$ cat src/rtl/lsu_pkg.sv
// rtl/lsu_pkg.sv - funct3 encodings, FSM state type and request legality helper for the load/store unit
package lsu_pkg;

    // RV32I load/store funct3 encodings
    localparam logic [2:0] F3_B  = 3'b000;
    localparam logic [2:0] F3_H  = 3'b001;
    localparam logic [2:0] F3_W  = 3'b010;
    localparam logic [2:0] F3_BU = 3'b100;
    localparam logic [2:0] F3_HU = 3'b101;

    typedef enum logic [1:0] {
        ST_IDLE,
        ST_ISSUE,
        ST_WAIT,
        ST_RESP
    } lsu_state_e;

    // Unused encodings, and unsigned variants on a store, have no memory meaning.
    function automatic logic f3_illegal(input logic [2:0] f3, input logic store);
        return (f3 == 3'b011) || (f3 == 3'b110) || (f3 == 3'b111) || (f3[2] && store);
    endfunction

endpackage

$ cat src/rtl/load_memory_decoder.sv
// rtl/load_memory_decoder.sv - selects and extends the addressed byte/halfword of a returned memory word
// ld_type  : funct3 of the load
// addr_lo  : byte offset within the word
// mem_word : raw word from memory (unaddressed lanes may hold anything)
// ld_data  : right-aligned, sign- or zero-extended result
module load_memory_decoder
    import lsu_pkg::*;
(
    input  logic [2:0]  ld_type,
    input  logic [1:0]  addr_lo,
    input  logic [31:0] mem_word,
    output logic [31:0] ld_data
);

    logic [7:0]  byte_sel;
    logic [15:0] half_sel;

    always_comb begin
        case (addr_lo)
            2'd0:    byte_sel = mem_word[7:0];
            2'd1:    byte_sel = mem_word[15:8];
            2'd2:    byte_sel = mem_word[23:16];
            default: byte_sel = mem_word[31:24];
        endcase
        // addr_lo[0] is deliberately ignored for halfwords
        half_sel = addr_lo[1] ? mem_word[31:16] : mem_word[15:0];

        case (ld_type)
            F3_B:    ld_data = {{24{byte_sel[7]}}, byte_sel};
            F3_BU:   ld_data = {24'd0, byte_sel};
            F3_H:    ld_data = {{16{half_sel[15]}}, half_sel};
            F3_HU:   ld_data = {16'd0, half_sel};
            F3_W:    ld_data = mem_word;
            default: ld_data = 32'd0;
        endcase
    end

endmodule

$ cat src/rtl/store_memory_encoder.sv
// rtl/store_memory_encoder.sv - byte-lane strobes and replicated write data for a store
// st_type : funct3 of the store
// addr_lo : byte offset within the word
// st_data : right-aligned store data
// wstrb   : byte lanes written
// wdata   : store data replicated across all lanes
module store_memory_encoder
    import lsu_pkg::*;
(
    input  logic [2:0]  st_type,
    input  logic [1:0]  addr_lo,
    input  logic [31:0] st_data,
    output logic [3:0]  wstrb,
    output logic [31:0] wdata
);

    always_comb begin
        case (st_type)
            F3_B: begin
                wstrb = 4'b0001 << addr_lo;
                wdata = {4{st_data[7:0]}};
            end
            F3_H: begin
                wstrb = 4'b0011 << {addr_lo[1], 1'b0};
                wdata = {2{st_data[15:0]}};
            end
            F3_W: begin
                wstrb = 4'b1111;
                wdata = st_data;
            end
            default: begin
                wstrb = 4'b0000;
                wdata = 32'd0;
            end
        endcase
    end

endmodule

$ cat src/rtl/load_store_unit.sv
// rtl/load_store_unit.sv - single-outstanding RV32I load/store unit with timeout
// Optional feature macro: LSU_MISALIGN_CHECK_EN (reject misaligned H/HU/W accesses)
// clk, reset                        : clock, asynchronous active-high reset
// req_valid/ready/store/type/addr/wdata : core request handshake and payload
// resp_valid/rdata/error            : one-cycle completion pulse with load data or error
// mem_valid/ready/addr/we/wstrb/wdata   : word-aligned memory request
// mem_rvalid/rdata                  : memory load data return
module load_store_unit
    import lsu_pkg::*;
#(
    parameter int MAX_WAIT = 16
) (
    input  logic        clk,
    input  logic        reset,
    input  logic        req_valid,
    output logic        req_ready,
    input  logic        req_store,
    input  logic [2:0]  req_type,
    input  logic [31:0] req_addr,
    input  logic [31:0] req_wdata,
    output logic        resp_valid,
    output logic [31:0] resp_rdata,
    output logic        resp_error,
    output logic        mem_valid,
    input  logic        mem_ready,
    output logic [31:0] mem_addr,
    output logic        mem_we,
    output logic [3:0]  mem_wstrb,
    output logic [31:0] mem_wdata,
    input  logic        mem_rvalid,
    input  logic [31:0] mem_rdata
);

    // Timeout fires in the MAX_WAIT-th cycle spent in ISSUE+WAIT.
    localparam logic [7:0] WAIT_LAST = 8'(MAX_WAIT - 1);

    lsu_state_e  state;
    logic        store_q;
    logic [2:0]  type_q;
    logic [1:0]  addr_lo_q;
    logic [7:0]  wait_cnt;
    logic        err_q;
    logic [31:0] rdata_q;

    logic [3:0]  enc_wstrb;
    logic [31:0] enc_wdata;
    logic [31:0] ld_data;
    logic        misalign;
    logic        reject;
    logic        accept;
    logic        timeout;

    store_memory_encoder u_store_enc (
        .st_type (req_type),
        .addr_lo (req_addr[1:0]),
        .st_data (req_wdata),
        .wstrb   (enc_wstrb),
        .wdata   (enc_wdata)
    );

    load_memory_decoder u_load_dec (
        .ld_type  (type_q),
        .addr_lo  (addr_lo_q),
        .mem_word (mem_rdata),
        .ld_data  (ld_data)
    );

    always_comb begin
        misalign = 1'b0;
`ifdef LSU_MISALIGN_CHECK_EN
        if ((req_type == F3_H || req_type == F3_HU) && req_addr[0])
            misalign = 1'b1;
        if (req_type == F3_W && req_addr[1:0] != 2'b00)
            misalign = 1'b1;
`endif
    end

    assign reject  = f3_illegal(req_type, req_store) || misalign;
    assign accept  = req_valid && req_ready;
    assign timeout = (wait_cnt == WAIT_LAST);

    // resp_valid is registered from RESP, so it is seen in the cycle after
    // RESP, together with req_ready; this gives a 2-cycle error latency.
    always_ff @(posedge clk or posedge reset) begin
        if (reset) begin
            state      <= ST_IDLE;
            store_q    <= 1'b0;
            type_q     <= 3'd0;
            addr_lo_q  <= 2'd0;
            wait_cnt   <= 8'd0;
            err_q      <= 1'b0;
            rdata_q    <= 32'd0;
            req_ready  <= 1'b0;
            resp_valid <= 1'b0;
            resp_rdata <= 32'd0;
            resp_error <= 1'b0;
            mem_valid  <= 1'b0;
            mem_addr   <= 32'd0;
            mem_we     <= 1'b0;
            mem_wstrb  <= 4'd0;
            mem_wdata  <= 32'd0;
        end else begin
            resp_valid <= 1'b0;
            resp_rdata <= 32'd0;
            resp_error <= 1'b0;
            case (state)
                ST_IDLE: begin
                    req_ready <= 1'b1;
                    if (accept) begin
                        req_ready <= 1'b0;
                        store_q   <= req_store;
                        type_q    <= req_type;
                        addr_lo_q <= req_addr[1:0];
                        wait_cnt  <= 8'd0;
                        rdata_q   <= 32'd0;
                        if (reject) begin
                            err_q <= 1'b1;
                            state <= ST_RESP;
                        end else begin
                            err_q     <= 1'b0;
                            state     <= ST_ISSUE;
                            mem_valid <= 1'b1;
                            mem_addr  <= {req_addr[31:2], 2'b00};
                            mem_we    <= req_store;
                            mem_wstrb <= req_store ? enc_wstrb : 4'd0;
                            mem_wdata <= req_store ? enc_wdata : 32'd0;
                        end
                    end
                end
                ST_ISSUE: begin
                    wait_cnt <= wait_cnt + 8'd1;
                    if (timeout || mem_ready) begin
                        mem_valid <= 1'b0;
                        mem_addr  <= 32'd0;
                        mem_we    <= 1'b0;
                        mem_wstrb <= 4'd0;
                        mem_wdata <= 32'd0;
                        if (timeout) begin
                            err_q <= 1'b1;
                            state <= ST_RESP;
                        end else begin
                            state <= store_q ? ST_RESP : ST_WAIT;
                        end
                    end
                end
                ST_WAIT: begin
                    wait_cnt <= wait_cnt + 8'd1;
                    if (timeout) begin
                        err_q <= 1'b1;
                        state <= ST_RESP;
                    end else if (mem_rvalid) begin
                        rdata_q <= ld_data;
                        state   <= ST_RESP;
                    end
                end
                ST_RESP: begin
                    resp_valid <= 1'b1;
                    resp_error <= err_q;
                    resp_rdata <= err_q ? 32'd0 : rdata_q;
                    req_ready  <= 1'b1;
                    state      <= ST_IDLE;
                end
                default: state <= ST_IDLE;
            endcase
        end
    end

endmodule
$ cat config.mk
export PLATFORM = sky130hd
export DESIGN_NAME = load_store_unit
export DESIGN_NICKNAME = d
export VERILOG_FILES = /design/src/rtl/lsu_pkg.sv /design/src/rtl/load_memory_decoder.sv /design/src/rtl/store_memory_encoder.sv /design/src/rtl/load_store_unit.sv
export SDC_FILE = /design/constraint.sdc
export NUM_CORES = 1
export LEC_CHECK = 0
export CAP_MARGIN = 20
export CORE_MARGIN = 5
export CORE_UTILIZATION = 47
export CTS_CLUSTER_DIAMETER = 200
export DETAILED_ROUTE_END_ITERATION = 8
export HOLD_SLACK_MARGIN = 0.08
export MAX_ROUTING_LAYER = met4
export PLACE_DENSITY = 0.88
export SETUP_SLACK_MARGIN = 0.4
export SYNTH_ARGS = -nofsm -noshare
export SYNTH_HDL_FRONTEND = slang
export SYNTH_SLANG_ARGS = --single-unit
$ cat constraint.sdc
create_clock -name clk -period 6.59 [get_ports clk]
set_input_delay 1.6475 -clock clk [delete_from_list [all_inputs] [get_ports clk]]
set_output_delay 1.6475 -clock clk [all_outputs]
set_load 0.05 [all_outputs]
==> impl_metrics.env <==
export IMPL_grt_setup_unrepaired="false"
export IMPL_clock_sinks=152
export IMPL_grt_pass1_vias=5936
export IMPL_grt_ovfl_total=0
export IMPL_cpPeakStageDelay_ps=950
export IMPL_multi_input_area_sq_um=2790
export IMPL_synth_top_area_share_pct=55.6
export IMPL_nNetsFinal=904
export IMPL_root_buffer="clkbuf_16"
export IMPL_dieArea_sq_um=17100
export IMPL_placed_area_sq_um=9010
export IMPL_async_reset_ff_share_pct=100
export IMPL_cp_max_fo=40
export IMPL_worst_setup_path_start_kind="input port"
export IMPL_drc_errors=0
export IMPL_run_status="finished clean"
export IMPL_drive_gt1_share_pct=8.56
export IMPL_synth_cells=608
export IMPL_grt_busiest_layer="met2"
export IMPL_crit_type="input port to flop"
export IMPL_dr_pass1_iters=5
export IMPL_cts_max_level=4
export IMPL_cp_top_family="buffers and inverters"
export IMPL_yosys_warnings=0
export IMPL_antenna_found_initial=0
export IMPL_slew_headroom_pct=28.7
export IMPL_synth_cell_types=54
export IMPL_cts_max_path_buffers=2
export IMPL_core_area_sq_um=14400
export IMPL_dp_cells=959
export IMPL_ir_worst_vdd_mv=0.362
export IMPL_cts_buffers=17
export IMPL_ys_ff_latch=152
export IMPL_synth_area_sq_um=6840
export IMPL_fmax_mhz=247
export IMPL_die_w_um=131
export IMPL_cts_resized_gates=0
export IMPL_cts_tree="yes"
export IMPL_stdcell_count=990
export IMPL_ant_nets=0
export IMPL_clk_latency_ps=430
export IMPL_p_leak_nw=4.20
export IMPL_gp_congestion=0.961
export IMPL_ys_seq_area_share_pct=55.6
export IMPL_drv_slew=0
export IMPL_synth_edf_count=0
export IMPL_powerDensity_nw_per_um2=499
export IMPL_regToRegSetupSlack_ps=3320
export IMPL_area_growth_synth_to_final_pct=40.9
export IMPL_worstMarginPinSlew_ps=1070
export IMPL_layout_min_cycle_time_ps=4050
export IMPL_finalSetupTns_ps=0
export IMPL_layout_commonest_cell="clkdlybuf4s50_1"
export IMPL_vias=5896
export IMPL_diodes=0
export IMPL_grt_max_degree=106
export IMPL_hold_path_class="flop to flop"
export IMPL_end_kind="flop"
export IMPL_crit_required_ps=6950
export IMPL_worst_ep_arrival_time_ps=4410
export IMPL_met1_usage_pct=33.1
export IMPL_avgSynthCellArea_sq_um=11.3
export IMPL_drtIter0Drc=647
export IMPL_cts_setup_buffers=0
export IMPL_finalHoldViolations=0
export IMPL_io_pins=210
export IMPL_wl_um=20800
export IMPL_vias_per_cell=5.96
export IMPL_cts_hold_buf=0
export IMPL_crit_slowest_cell="clkdlybuf4s50_1"
export IMPL_fin_crit_sh_pct=61.4
export IMPL_worstPathCellList="clkdlybuf4s50_1, o21ai_0, a32oi_2, or2_2, buf_4, a22o_1"
export IMPL_final_cell_mix="clkdlybuf4s50_1, dfrtp_1, o21ai_0"
export IMPL_rows=44
export IMPL_synth_ff_type="dfrtp_1"
export IMPL_cap_violations=0
export IMPL_dp_hpwl_um=14400
export IMPL_synth_area_leaders="dfrtp_1, o21ai_0, a22o_1, mux2_2, o2bb2ai_1"
export IMPL_die_y_um=131
export IMPL_setup_viol=0
export IMPL_groute_layer_met2_usage_pct=38.4
export IMPL_yosys_area_top_type="dfrtp_1"
export IMPL_fin_skew_ps=8.96
export IMPL_path_clk_slew_ps=60
export IMPL_grt_pass1_wl_um=31900
export IMPL_ff_latch_area_sq_um=3800
export IMPL_use_met3_pct=5.73
export IMPL_start_util_pct=47.4
export IMPL_cp_num_buf_inv=2
export IMPL_track_usage_pct=25.0
export IMPL_wl_per_cell_um=21.0
export IMPL_portBuffers=207
export IMPL_final_area_sq_um=9640
export IMPL_fillers=1081
cell families after synthesis:
kind of cell,after synthesis,synth area share (%)
AND/OR/NAND/NOR,124,10.2
flip-flops,152,55.6
other,1,0.0548
multiplexers,40,6.24
adder cells (fa/ha/maj),5,0.914
AO/OA/AOI/OAI,228,23.2
buffers and inverters,58,3.77
synthesized netlist by cell type, types with 2 or more instances:
master,instances
o22ai_1,3
and3_1,3
a31oi_1,2
or4b_2,2
a22oi_1,17
o21bai_1,2
mux2_2,21
o2bb2ai_1,25
a21oi_1,29
nand2b_1,2
mux2i_1,19
nand2_1,16
a21o_1,11
inv_1,8
buf_2,8
o31ai_1,2
buf_6,3
or2_1,2
a222oi_1,6
buf_4,2
a22o_1,39
ha_1,5
a221oi_1,9
dfrtp_1,152
or3_1,3
o21a_1,3
o21ai_0,71
nor3_1,12
clkbuf_1,36
nor3b_1,3
nand3_1,6
nor2_1,16
nor2b_1,16
and2_1,34
metal layers:
layer	share of wire [%]	wire (um)
met3	9.5	1970
met5	0	0
met4	2.0	416
met1	40	8330
met2	48	10100
state kept, by name, summed over array words and instances, names as in the netlist, 2 cells and up:
| register | count |
|---|---|
| wait_cnt | 8 |
| state | 2 |
| mem_addr | 30 |
| type_q | 3 |
| mem_wstrb | 4 |
| addr_lo_q | 2 |
| mem_wdata | 32 |
| resp_rdata | 32 |
| rdata_q | 32 |
final timing paths:
check,from,endpoint,cells after the start
max,req_type[0],mem_addr[21],6
min,rdata_q[23],resp_rdata[23],1
max reg2reg,state[1],mem_addr[21],7
min reg2reg,rdata_q[23],resp_rdata[23],1
max in group asynchronous,reset,resp_valid,3
min in group asynchronous,reset,resp_rdata[12],2
final cells by class:
| cell class | instances | share of cell area, % |
|---|---|---|
| multi-input cells | 399 | 29.0 |
| well taps | 184 | 2.39 |
| inverters | 8 | 0.363 |
| repair buffers | 216 | 22.3 |
| clock inverters | 7 | 1.45 |
| flip-flops and latches | 152 | 39.4 |
| clock buffers | 24 | 5.10 |
power by group:
part           internal, mW  switching (mW)  total (mW)
combinational         0.818            1.46        2.28
sequential             1.24           0.239        1.48
clock                 0.672           0.374        1.05
total                  2.73            2.08        4.81
stage by stage:
stage | utilization, % | setup WS, ps | power, mW | hold slack, ps
after global routing | 66.8 | 2320 | 5.03 | 489
final | 66.8 | 2540 | 4.81 | 473
after floorplan | - | 849 | 3.00 | 448
after CTS | 66.8 | 2590 | 4.81 | 477
after detailed placement | 62.5 | 2170 | 3.75 | 463
after global placement | 62.4 | 2240 | 3.70 | 459
Power figures use the tool's default switching activity.
